==> config.mk <==
export PLATFORM = sky130hd
export DESIGN_NAME = imm_gen_pipe_flat
export DESIGN_NICKNAME = d
export VERILOG_FILES = /design/src/rtl/imm_gen_pipe_if.sv /design/src/rtl/imm_gen_pipe.sv /design/src/flat_wrapper.sv
export SDC_FILE = /design/constraint.sdc
export NUM_CORES = 1
export LEC_CHECK = 0
export CORE_UTILIZATION = 44
export DETAILED_ROUTE_END_ITERATION = 8
export PLACE_DENSITY = 0.91
export SLEW_MARGIN = 20
export SYNTH_ARGS = -nofsm -noshare
export SYNTH_HDL_FRONTEND = slang
export SYNTH_SLANG_ARGS = --single-unit
==> constraint.sdc <==
create_clock -name clk -period 2.3 [get_ports clk]
set_input_delay 0.46 -clock clk [delete_from_list [all_inputs] [get_ports clk]]
set_output_delay 0.46 -clock clk [all_outputs]
set_load 0.02 [all_outputs]
==> src/rtl/imm_gen_pipe_if.sv <==
// Valid/ready bundle between decode and the immediate generator stage.
// slave is the generator side, master is the producer/consumer side.
interface imm_gen_pipe_if #(
    parameter int XLEN  = 32,
    parameter int TAG_W = 32
);
    logic             in_valid;
    logic             in_ready;
    logic [31:0]      in_instr;
    logic [TAG_W-1:0] in_tag;
    logic             out_valid;
    logic             out_ready;
    logic [XLEN-1:0]  out_imm;
    logic [2:0]       out_type;
    logic             out_illegal;
    logic [TAG_W-1:0] out_tag;

    modport slave (
        input  in_valid,
        input  in_instr,
        input  in_tag,
        input  out_ready,
        output in_ready,
        output out_valid,
        output out_imm,
        output out_type,
        output out_illegal,
        output out_tag
    );

    modport master (
        output in_valid,
        output in_instr,
        output in_tag,
        output out_ready,
        input  in_ready,
        input  out_valid,
        input  out_imm,
        input  out_type,
        input  out_illegal,
        input  out_tag
    );
endinterface

==> src/rtl/imm_gen_pipe.sv <==
// Registered RISC-V immediate generator with illegal-opcode counter.
// Define IMMGEN_CSR_EN to emit zero-extended CSR zimm (type Z).
module imm_gen_pipe #(
    parameter int XLEN  = 32,
    parameter int TAG_W = 32,
    parameter int CNT_W = 16
) (
    input  logic             clk,
    input  logic             rst_n,
    imm_gen_pipe_if.slave    bus,
    input  logic             cnt_clr,
    output logic [CNT_W-1:0] illegal_cnt
);

    typedef enum logic [2:0] {
        T_NONE = 3'd0,
        T_I    = 3'd1,
        T_S    = 3'd2,
        T_B    = 3'd3,
        T_U    = 3'd4,
        T_J    = 3'd5,
        T_Z    = 3'd6,
        T_RSV  = 3'd7
    } imm_type_e;

    localparam logic [6:0] OPC_OPIMM   = 7'b0010011;
    localparam logic [6:0] OPC_LOAD    = 7'b0000011;
    localparam logic [6:0] OPC_JALR    = 7'b1100111;
    localparam logic [6:0] OPC_OPIMM32 = 7'b0011011;
    localparam logic [6:0] OPC_STORE   = 7'b0100011;
    localparam logic [6:0] OPC_BRANCH  = 7'b1100011;
    localparam logic [6:0] OPC_LUI     = 7'b0110111;
    localparam logic [6:0] OPC_AUIPC   = 7'b0010111;
    localparam logic [6:0] OPC_JAL     = 7'b1101111;
    localparam logic [6:0] OPC_SYSTEM  = 7'b1110011;

    localparam bit IS64 = (XLEN == 64);

    function automatic logic [XLEN-1:0] sext(
        input logic [31:0] v
    );
        return XLEN'($signed(v));
    endfunction

    logic [31:0] ins;
    logic [6:0]  opc;
    logic        s;

    assign ins = bus.in_instr;
    assign opc = ins[6:0];
    assign s   = ins[31];

    logic sys_z;
`ifdef IMMGEN_CSR_EN
    assign sys_z = (opc == OPC_SYSTEM) && ins[14];
`else
    assign sys_z = 1'b0;
`endif

    logic is_i;
    logic is_s;
    logic is_b;
    logic is_u;
    logic is_j;

    assign is_i = (opc == OPC_OPIMM)
                | (opc == OPC_LOAD)
                | (opc == OPC_JALR)
                | (IS64 && (opc == OPC_OPIMM32))
                | ((opc == OPC_SYSTEM) && !sys_z);
    assign is_s = (opc == OPC_STORE);
    assign is_b = (opc == OPC_BRANCH);
    assign is_u = (opc == OPC_LUI) | (opc == OPC_AUIPC);
    assign is_j = (opc == OPC_JAL);

    // Formats are assembled at 32 bits, then sign-extended to XLEN.
    logic [31:0] imm_i;
    logic [31:0] imm_s;
    logic [31:0] imm_b;
    logic [31:0] imm_u;
    logic [31:0] imm_j;

    assign imm_i = {{20{s}}, ins[31:20]};
    assign imm_s = {{20{s}}, ins[31:25], ins[11:7]};
    assign imm_b = {{19{s}}, s, ins[7], ins[30:25],
                    ins[11:8], 1'b0};
    assign imm_u = {ins[31:12], 12'b0};
    assign imm_j = {{11{s}}, s, ins[19:12], ins[20],
                    ins[30:21], 1'b0};

    logic [XLEN-1:0] d_imm;
    imm_type_e       d_type;
    logic            d_ill;

    always_comb begin
        d_imm  = '0;
        d_type = T_NONE;
        d_ill  = 1'b0;
        unique case (1'b1)
            is_i: begin
                d_imm  = sext(imm_i);
                d_type = T_I;
            end
            is_s: begin
                d_imm  = sext(imm_s);
                d_type = T_S;
            end
            is_b: begin
                d_imm  = sext(imm_b);
                d_type = T_B;
            end
            is_u: begin
                d_imm  = sext(imm_u);
                d_type = T_U;
            end
            is_j: begin
                d_imm  = sext(imm_j);
                d_type = T_J;
            end
`ifdef IMMGEN_CSR_EN
            sys_z: begin
                d_imm  = XLEN'(ins[19:15]);
                d_type = T_Z;
            end
`endif
            default: begin
                d_ill = 1'b1;
            end
        endcase
    end

    logic accept;
    logic cnt_sat;

    assign bus.in_ready = !bus.out_valid || bus.out_ready;
    assign accept       = bus.in_valid && bus.in_ready;
    assign cnt_sat      = &illegal_cnt;

    always_ff @(posedge clk or negedge rst_n) begin
        if (!rst_n) begin
            bus.out_valid <= 1'b0;
        end else if (accept) begin
            bus.out_valid <= 1'b1;
        end else if (bus.out_ready) begin
            bus.out_valid <= 1'b0;
        end
    end

    // Data registers only move on acceptance; a drain leaves them as-is.
    always_ff @(posedge clk or negedge rst_n) begin
        if (!rst_n) begin
            bus.out_imm     <= '0;
            bus.out_type    <= T_NONE;
            bus.out_illegal <= 1'b0;
            bus.out_tag     <= '0;
        end else if (accept) begin
            bus.out_imm     <= d_imm;
            bus.out_type    <= d_type;
            bus.out_illegal <= d_ill;
            bus.out_tag     <= bus.in_tag;
        end
    end

    always_ff @(posedge clk or negedge rst_n) begin
        if (!rst_n) begin
            illegal_cnt <= '0;
        end else if (cnt_clr) begin
            illegal_cnt <= '0;
        end else if (accept && d_ill && !cnt_sat) begin
            illegal_cnt <= illegal_cnt + 1'b1;
        end
    end

endmodule

==> src/flat_wrapper.sv <==
// flat-port wrapper written by rule: the top's interface ports become plain ports
module imm_gen_pipe_flat 
#(
    parameter int XLEN  = 32,
    parameter int TAG_W = 32,
    parameter int CNT_W = 16
)
  (clk, rst_n, cnt_clr, illegal_cnt, bus_in_valid, bus_in_instr, bus_in_tag, bus_out_ready, bus_in_ready, bus_out_valid, bus_out_imm, bus_out_type, bus_out_illegal, bus_out_tag);
  imm_gen_pipe_if #(.XLEN(XLEN), .TAG_W(TAG_W)) bus_i ();
  input  logic clk;
  input  logic rst_n;
  input  logic cnt_clr;
  output logic [CNT_W-1:0] illegal_cnt;
  input wire logic [$bits(bus_i.in_valid)-1:0] bus_in_valid;
  input wire logic [$bits(bus_i.in_instr)-1:0] bus_in_instr;
  input wire logic [$bits(bus_i.in_tag)-1:0] bus_in_tag;
  input wire logic [$bits(bus_i.out_ready)-1:0] bus_out_ready;
  output wire logic [$bits(bus_i.in_ready)-1:0] bus_in_ready;
  output wire logic [$bits(bus_i.out_valid)-1:0] bus_out_valid;
  output wire logic [$bits(bus_i.out_imm)-1:0] bus_out_imm;
  output wire logic [$bits(bus_i.out_type)-1:0] bus_out_type;
  output wire logic [$bits(bus_i.out_illegal)-1:0] bus_out_illegal;
  output wire logic [$bits(bus_i.out_tag)-1:0] bus_out_tag;
  assign bus_i.in_valid = bus_in_valid;
  assign bus_i.in_instr = bus_in_instr;
  assign bus_i.in_tag = bus_in_tag;
  assign bus_i.out_ready = bus_out_ready;
  assign bus_in_ready = bus_i.in_ready;
  assign bus_out_valid = bus_i.out_valid;
  assign bus_out_imm = bus_i.out_imm;
  assign bus_out_type = bus_i.out_type;
  assign bus_out_illegal = bus_i.out_illegal;
  assign bus_out_tag = bus_i.out_tag;
  imm_gen_pipe #(.XLEN(XLEN), .TAG_W(TAG_W), .CNT_W(CNT_W)) u_core (.clk(clk), .rst_n(rst_n), .bus(bus_i), .cnt_clr(cnt_clr), .illegal_cnt(illegal_cnt));
endmodule
==> results by group, run 1 <==
Floorplan
  • Ports: around 160
  • Die height: 95.9 µm
  • Die X: around 96 µm
  • Core area: between 8000 and 9000 µm²
  • Initial Util: around 46%
  • Area of the die: slightly above 9000 µm²
  • Rows: 33

Clock tree
  • H-tree Lvls: 3
  • CTS max path bufs: 2
  • TritonCTS Buffers: 9
  • Clk_lat worst skew: between 300 and 400 ps
  • Root Buffer: clkbuf_8
  • Reg clk slew, reported paths: around 80 ps
  • CTS tree: yes
  • Clock Sinks: 85

Run
  • Max Cap Violations: 0

Setup path
  • Slowest stage delay, CP: around 440 ps
  • Worst path cell trace: ha_1 > nand4_1 > a211oi_2 > o2111ai_1 > nor2_1 > mux2_2
  • Worst Path Arrival: between 2000 and 2500 ps
  • Reg2Reg Depth: 6
  • Critical-path top delay cell: dfrtp_1
  • Required @ worst endpoint: roughly 2500 ps
  • Worst Setup End Kind: flop
  • Setup crit start kind: flop
  • Crit Path Category: flop to flop
  • Crit-path max FO: 5

GRT
  • Total global-route track usage: around a quarter
  • First-pass GRT wire length: ~17 mm
  • Vias in the first global route: between 3000 and 4000
  • Gr ovfl total: 0
  • Largest net degree at the start of global routing: 46
  • Initial antenna violation count: 0

Synthesis
  • FF+latch count, synth: 85
  • Main combinational cell family by area after synthesis: simple AND/OR/NAND/NOR gates
  • Post-synth top area share: between 50% and 60%
  • Register area share after synthesis: 54.8%
  • Post-synthesis compound-gate area fraction: 14.6%
  • Area contributors post-synth: dfrtp_1 55%, nand2_1 12%, a221o_1 3.9%
  • Mux share of post-synthesis cell area: between 2 and 3%
  • Syn Area/Cell: 9.77 µm²
  • EDFF count, synth: 0
  • Mapped Cells: ~400
  • YS warnings: 0
  • XOR/XNOR Fraction of Synth Area: less than 1%
  • Most frequent cell after synthesis: nand2_1
  • Post-synthesis adder-cell area fraction: less than 1%
  • Async S/R FF share, synth: between 90% and 100%
  • Simple-Gate Fraction of Synth Area: about a quarter
  • Post-synthesis cell type count: between 50 and 60
  • Post-Syn Area: about 3900 µm²
  • Largest area contributor in the synthesized netlist: dfrtp_1
  • Top_reg_cell synth: dfrtp_1
  • Syn nets: approximately 470
  • Commonest cells in the synthesized netlist: 125 x nand2_1, 85 x dfrtp_1, 19 x nor2_1

Route
  • DRC: 0
  • Via Count: about 3600
  • Starting DRC count in detailed routing: approximately 150
  • WL/cell: 15.8 µm
  • Vias per inst: about 5.4
  • TritonRoute pass-1 iters: 5
  • Post-Route WL: 10.6 mm
  • Routed Antenna Nets: 0

Place
  • GP Congestion: 0.905
  • Placed Cells: 657
  • Dpl hpwl: ~8 mm
  • Placed Area: 5660 µm²
  • Port bufs: around 150
  • Post-place setup slack: -132 ps

Timing
  • Hold_ws: between 90 and 100 ps
  • Slew Limit Headroom: 63.2%
  • Tightest Pin Transition: about 550 ps
  • F_max: approximately 460 MHz
  • Final hold vios: 0
  • RSZ-0062 raised after global routing: false
  • Max-slew violation count: 0
  • Setup Viol. Count Final: 0
  • Clock skew: just under 8 ps
  • Setup WS post-layout: roughly 110 ps
  • Min Clock Period, post-route: between 2000 and 2500 ps
  • Final worst-path cycle share: 95.4%

Final layout
  • Proportion of layout cells with a drive suffix above 1: under 10%
  • Area delta synth->final: 51.1%
  • Final net count: around 630
  • Finished Cell Area: between 5000 and 6000 µm²
  • Antenna diodes: 0
  • Fillers: between 600 and 700
  • Final cell count without fillers: just under 700

Pwr
  • PwrDens: 587 nW/µm²
  • Lkg Pwr: between 2 and 3 nW
  • Peak supply drop: around 350 µV
  • Pwr Total: 0.00344 W

Min path
  • Hold Path Class: primary input to async pin

Run status
  • Status: complete, no violations
## per-layer routing
metal,global-route usage [%],vias to the layer above,part of all wire [%]
met5,0,-,0
met4,8.21,0,1.8
met3,6.87,18,8.7
met2,40.5,162,50
met1,29.5,1731,40
li1,-,1711,-
## layout by cell type, fill, tap and decap left out, types with 7 or more instances in the layout
master           count
nand3_1              7
nand2_1            124
a221o_1             15
dfrtp_1             85
buf_4               21
o21ai_0             15
a22o_1               8
clkbuf_8            10
a21oi_1             18
nor2_1              19
clkdlybuf4s50_1    153
nor3_1               7
## metrics by stage
step / util, % / setup TNS [ps]
CTS: 69.9 / 0
global placement: 67.5 / -593
global route: 69.9 / 0
floorplan: - / 0
finish: 69.9 / 0
detailed placement: 67.5 / -2220
## critical path, delay by kind of cell, from the launching register on
kind,cells,cell delay [ps]
fa+ha+maj,1,260
simple gates,2,460
flops,1,440
compound gates,2,550
mux,1,360
## state kept, by name (all words and copies together) (netlist names)
name and flops:
u_core.bus.out_imm 32, u_core.bus.out_tag 32, u_core.illegal_cnt 16, u_core.bus.out_type 3, u_core.bus.out_illegal 1, u_core.bus.out_valid 1
## where the power goes
part	internal (W)	total (W)	leakage [nW]	switching, W
registers	0.00159	0.00165	1.12	0.0000572
clock network	0.000534	0.00107	0.0959	0.000533
logic	0.000364	0.000730	1.40	0.000366
## repair_timing
action / in CTS / in global routing
gates resized for setup: 0 / 1
hold buffers: 0 / 0
setup buffers: 0 / 0
endpoints found under the setup margin: 0 / 2
## final timing paths
check,startpoint,slack [ps],to
max,u_core.illegal_cnt[0]$_DFFE_PN0P_,110,u_core.illegal_cnt[12]$_DFFE_PN0P_
min in group clk,u_core.bus.out_tag[31]$_DFFE_PN0P_,480,u_core.bus.out_tag[31]$_DFFE_PN0P_
max in group asynchronous,rst_n,1580,u_core.bus.out_imm[16]$_DFFE_PN0P_
min reg2reg,u_core.bus.out_tag[31]$_DFFE_PN0P_,480,u_core.bus.out_tag[31]$_DFFE_PN0P_
min,rst_n,90,u_core.bus.out_tag[22]$_DFFE_PN0P_
max reg2reg,u_core.illegal_cnt[0]$_DFFE_PN0P_,110,u_core.illegal_cnt[12]$_DFFE_PN0P_
## area by class of cell
type                       instances  area, µm²  area share, %
multi-input combinational        286       1640           28.0
tap                              105        131           2.24
sequential                        85       2130           36.3
clock buffer                      11        141           2.41
inverter                           4       15.0          0.256
clock inverter                     5       58.8           1.00
timing repair buffer             177       1750           29.8
## cells by family after synthesis
family / count (synthesis)
DFF: 85
xor gates and xnor gates: 2
adders and majority gates: 1
buffers and inverters: 26
and+or+nand+nor: 199
AOI/OAI and AO/OA: 75
muxes: 9
(Power assumes the default switching activity.)
==> run 2, diff against run 1 <==
--- a/config.mk
+++ b/config.mk
@@ -6,8 +6,10 @@
 export NUM_CORES = 1
 export LEC_CHECK = 0
 export CORE_UTILIZATION = 44
+export CTS_CLUSTER_SIZE = 10
 export DETAILED_ROUTE_END_ITERATION = 8
 export PLACE_DENSITY = 0.91
+export SKIP_LAST_GASP = 1
 export SLEW_MARGIN = 20
 export SYNTH_ARGS = -nofsm -noshare
 export SYNTH_HDL_FRONTEND = slang
==> results of run 2 <==
No change in the layout: final DEF, timing and power equal those of run 1.
